## config.mk

```make
export PLATFORM = sky130hd
export DESIGN_NAME = aes_round_controller
export DESIGN_NICKNAME = d
export VERILOG_FILES = /design/src/rtl/aes_round_controller_pkg.sv /design/src/rtl/round_step_counter.sv /design/src/rtl/aes_round_controller.sv
export SDC_FILE = /design/constraint.sdc
export NUM_CORES = 1
export LEC_CHECK = 0
export CORE_AREA = 2 2 205 207
export DETAILED_ROUTE_END_ITERATION = 7
export DIE_AREA = 0 0 207 209
export PLACE_DENSITY = 0.46
export SLEW_MARGIN = 20
export SYNTH_ARGS = -nofsm -noshare
export SYNTH_HDL_FRONTEND = slang
export SYNTH_SLANG_ARGS = --single-unit
```

## constraint.sdc

```tcl
create_clock -name clock -period 2.17 [get_ports clock]
set_clock_uncertainty 0.15 [all_clocks]
set_input_delay 0.651 -clock clock [delete_from_list [all_inputs] [get_ports clock]]
set_output_delay 0.651 -clock clock [all_outputs]
set_load 0.05 [all_outputs]
```

## src/rtl/aes_round_controller_pkg.sv

```systemverilog
// Shared AES types and key-size round counts.
// Used by the round sequencer and the key-expansion sequencer.
package AESDefinitions;

  typedef logic [3:0][3:0][7:0] state_t;
  typedef logic [3:0]           round_index_t;

  localparam int NR_128 = 10;
  localparam int NR_192 = 12;
  localparam int NR_256 = 14;

endpackage

```

## src/rtl/round_step_counter.sv

```systemverilog
// Loadable up-counter with a terminal flag at count == limit.
// Clear has priority over enable.
module round_step_counter #(
  parameter int W = 4
) (
  input  logic         clk,
  input  logic         rst_n,
  input  logic         clear,
  input  logic         enable,
  input  logic [W-1:0] limit,
  output logic [W-1:0] count,
  output logic         done
);

  logic [W-1:0] count_q;

  always_ff @(posedge clk or negedge rst_n) begin
    if (!rst_n) begin
      count_q <= '0;
    end else if (clear) begin
      count_q <= '0;
    end else if (enable) begin
      count_q <= count_q + W'(1);
    end
  end

  assign count = count_q;
  assign done  = (count_q == limit);

endmodule

```

## src/rtl/aes_round_controller.sv

```systemverilog
// Iterative sequencer for a shared single-round AES datapath.
// Holds the working block and steps rounds 0..NUM_ROUNDS.
module aes_round_controller
  import AESDefinitions::*;
#(
  parameter int NUM_ROUNDS = NR_128
) (
  input  logic         clock,
  input  logic         reset_n,
  input  logic         in_valid,
  output logic         in_ready,
  input  logic         in_decrypt,
  input  state_t       in_state,
  output logic         rnd_valid,
  output state_t       rnd_state,
  output round_index_t rnd_index,
  output logic         rnd_initial,
  output logic         rnd_final,
  output logic         rnd_decrypt,
  input  state_t       rnd_result,
  output logic         out_valid,
  input  logic         out_ready,
  output state_t       out_state
);

  localparam round_index_t NR = round_index_t'(NUM_ROUNDS);

  typedef enum logic [2:0] {
    IDLE  = 3'b001,
    ROUND = 3'b010,
    DONE  = 3'b100
  } fsm_t;

  fsm_t         st_q;
  fsm_t         st_d;
  state_t       state_q;
  logic         dir_q;
  logic         load;
  logic         last;
  round_index_t step;

  always_ff @(posedge clock or negedge reset_n) begin
    if (!reset_n) begin
      st_q <= IDLE;
    end else begin
      st_q <= st_d;
    end
  end

  always_comb begin
    st_d      = st_q;
    in_ready  = 1'b0;
    rnd_valid = 1'b0;
    out_valid = 1'b0;
    load      = 1'b0;
    unique case (1'b1)
      st_q[0]: begin
        in_ready = 1'b1;
        if (in_valid) begin
          load = 1'b1;
          st_d = ROUND;
        end
      end
      st_q[1]: begin
        rnd_valid = 1'b1;
        if (last) st_d = DONE;
      end
      st_q[2]: begin
        out_valid = 1'b1;
        if (out_ready) st_d = IDLE;
      end
      default: st_d = IDLE;
    endcase
  end

  always_ff @(posedge clock or negedge reset_n) begin
    if (!reset_n) begin
      state_q <= '0;
      dir_q   <= 1'b0;
    end else if (load) begin
      state_q <= in_state;
      dir_q   <= in_decrypt;
    end else if (rnd_valid) begin
      state_q <= rnd_result;
    end
  end

  // Step is held at zero while idle so the next block starts clean.
  round_step_counter #(
    .W(4)
  ) u_step (
    .clk    (clock),
    .rst_n  (reset_n),
    .clear  (in_ready),
    .enable (rnd_valid & ~last),
    .limit  (NR),
    .count  (step),
    .done   (last)
  );

  // Decrypt walks keys Nr..0 (equivalent inverse cipher).
  assign rnd_index   = dir_q ? NR - step : step;
  assign rnd_initial = (step == '0);
  assign rnd_final   = last;
  assign rnd_decrypt = dir_q;
  assign rnd_state   = state_q;
  assign out_state   = state_q;

endmodule

```

==> impl_metrics.json <==
{
  "status": "finished with violations",
  "violations": "negative setup slack",
  "p_per_area_mw_per_mm2": 1530,
  "place.gp.congestion": 0.742,
  "endpoint_kind": "output pin",
  "post-route-cell-area_mm2": 0.0129,
  "final_cell_mix": "buf_4, clkdlybuf4s50_1, dfrtp_1",
  "fillers": 4286,
  "start_util": 0.179,
  "crit_chain": "nand3b_1 -> xnor2_4 -> buf_12",
  "cts-root-buf": "clkbuf_16",
  "syn-num-nets": 994,
  "gr-total-overflow": 0,
  "required_ns": 1.37,
  "port_buffers": 526,
  "insertedDiodeCount": 0,
  "clock.fmax_mhz": 429,
  "criticalPathCategory": "reg -> out",
  "setup_viol_count_final": 5,
  "ctsLongestPathBuffers": 2,
  "htree_levels": 4,
  "clock_latency_ns": 0.43,
  "synth_cells": 729,
  "dpl.hpwl_um": 22800,
  "critical_path.max_fanout": 7,
  "synth_edf_count": 0,
  "yosysWarningCount": 0,
  "ant_nets": 0,
  "syn_area_mm2": 0.00739,
  "antenna_found_initial": 0,
  "worst-path-buf-inv": 1,
  "hold_viol": 0,
  "crit_path_start_kind": "flip-flop",
  "yosysUniqueCellTypes": 31,
  "worstPathArrival_ns": 1.53,
  "ios": 527,
  "hp-class": "reg -> reg",
  "numCtsBuffers": 17,
  "slowest_stage": "dfrtp_2",
  "dpl_cell_area_mm2": 0.0122,
  "wl_per_cell_um": 17.0,
  "critPathTopFamily": "flip-flops",
  "grt_pass1_vias": 6732,
  "wl_um": 28800,
  "drv_cap": 0,
  "die_y_um": 209,
  "drtPass1Iterations": 4,
  "vias_per_cell": 3.86,
  "fin_setup_tns_ns": -0.612,
  "fp-row-count": 75,
  "drt_iter0_drc": 230,
  "final_nets": 1406,
  "irDropWorstVdd_mv": 0.652,
  "clock_sink_count": 136,
  "ys_ff_latch": 136,
  "drive_gt1_frac": 0.307,
  "p_leak_nw": 6.17,
  "grt_pass1_wl_um": 42900,
  "coreArea_mm2": 0.0413,
  "worstMarginPinSlew_ns": 0.362,
  "grt_usage": 0.131,
  "fin_crit_ns": 2.33,
  "min_period_over_period": 1.07,
  "async_reset_ff_frac": 1.00,
  "relSlewSlack": 0.759,
  "cts_tree": "built",
  "rsz0062_at_grt": "yes",
  "cp_slowest_stage_delay_ns": 0.47,
  "drc": 0,
  "area_growth_pct": 74.0,
  "setup_slack_ns": -0.160,
  "ys_seq_area_frac": 0.460,
  "synth_flop_cell": "dfrtp_1",
  "layout_commonest_cell": "buf_4",
  "avgSynthCellArea_um2": 10.1,
  "vias": 6540,
  "grt_start_max_net_pins": 45,
  "slew_viol_final": 0,
  "dieArea_mm2": 0.0433,
  "clk_pin_slew_ns": 0.06,
  "die_w_um": 207
}
worst paths after layout:
| path | from | end | slack, ns | cells past startpoint |
|---|---|---|---|---|
| max | u_step.count[2] | rnd_index[3] | -0.16 | 3 |
| min | st_q[2] | st_q[2] | 0.42 | 1 |
| max reg2reg | u_step.count[1] | u_step.count[2] | 0.43 | 7 |
| min reg2reg | st_q[2] | st_q[2] | 0.42 | 1 |
| max in group asynchronous | reset_n | out_state[52] | 0.76 | 3 |
| min in group asynchronous | reset_n | out_state[31] | 0.53 | 2 |
cells by family after synthesis:
family          share of synthesized area
simple gates                       0.0755
flops                               0.460
fa+ha+maj                         0.00677
buf+inv                             0.182
compound gates                     0.0948
xor+xnor                          0.00355
mux                                 0.177
layer usage:
layer | up-vias | share of wire | global-route usage
met5 | - | 0 | 0
met4 | 0 | 0.021 | 0.0488
met2 | 327 | 0.49 | 0.222
met3 | 24 | 0.072 | 0.0395
li1 | 3153 | - | -
met1 | 3036 | 0.42 | 0.157
synth_stat cells, types with 2 or more instances:
master	instances	area share
dfrtp_1	135	0.46
nand2_1	132	0.067
buf_4	129	0.13
mux2i_1	129	0.17
o21ai_1	69	0.047
o21ai_0	58	0.039
buf_2	16	0.011
buf_8	11	0.022
clkbuf_1	8	0.0041
inv_1	5	0.0025
buf_6	4	0.0061
clkbuf_2	4	0.0027
ha_1	4	0.0068
a21o_1	3	0.0030
a21oi_1	3	0.0020
nand3_1	2	0.0014
nand3b_1	2	0.0020
xnor2_1	2	0.0024
power by group:
part | leakage [nW] | internal, W | switching [W]
logic | 4.28 | 0.00426 | 0.00795
registers | 1.60 | 0.00337 | 0.00102
clock network | 0.293 | 0.00185 | 0.00125
total | 6.17 | 0.00948 | 0.0102
timing repair:
action / 4_1_cts / 5_1_grt
hold endpoints to repair: 22 / 0
pin swaps: 1 / 3
setup endpoints to repair: 5 / 5
hold buffers: 1 / 0
buffers inserted: 2 / 2
gates resized for setup: 7 / 4
registers in the layout, summed over array words and instances, names as in the netlist:
name          flops
st_q              3
out_state       128
rnd_decrypt       1
u_step.count      4
through the flow:
stage               setup WS [ns]   util  power, W  hold WS [ns]  cells
floorplan                -0.00571      -    0.0129         0.205    729
global placement           0.0539  0.295    0.0167         0.409   1656
detailed placement         0.0362  0.295    0.0167         0.410   1656
CTS                        -0.242  0.311    0.0200         0.428   1691
finish                     -0.160  0.312    0.0197         0.419   1693
global route               -0.263  0.312    0.0206         0.454   1693
area by class of cell:
type	count	area [µm²]	share of cell area
clock buffers	18	439	0.0341
clock inverters	14	171	0.0133
inverters	5	18.8	0.00146
multi-input cells	415	2710	0.211
flip-flops and latches	136	3410	0.265
well taps	539	674	0.0524
repair buffers	566	5440	0.423
Power figures use the tool's default switching activity.
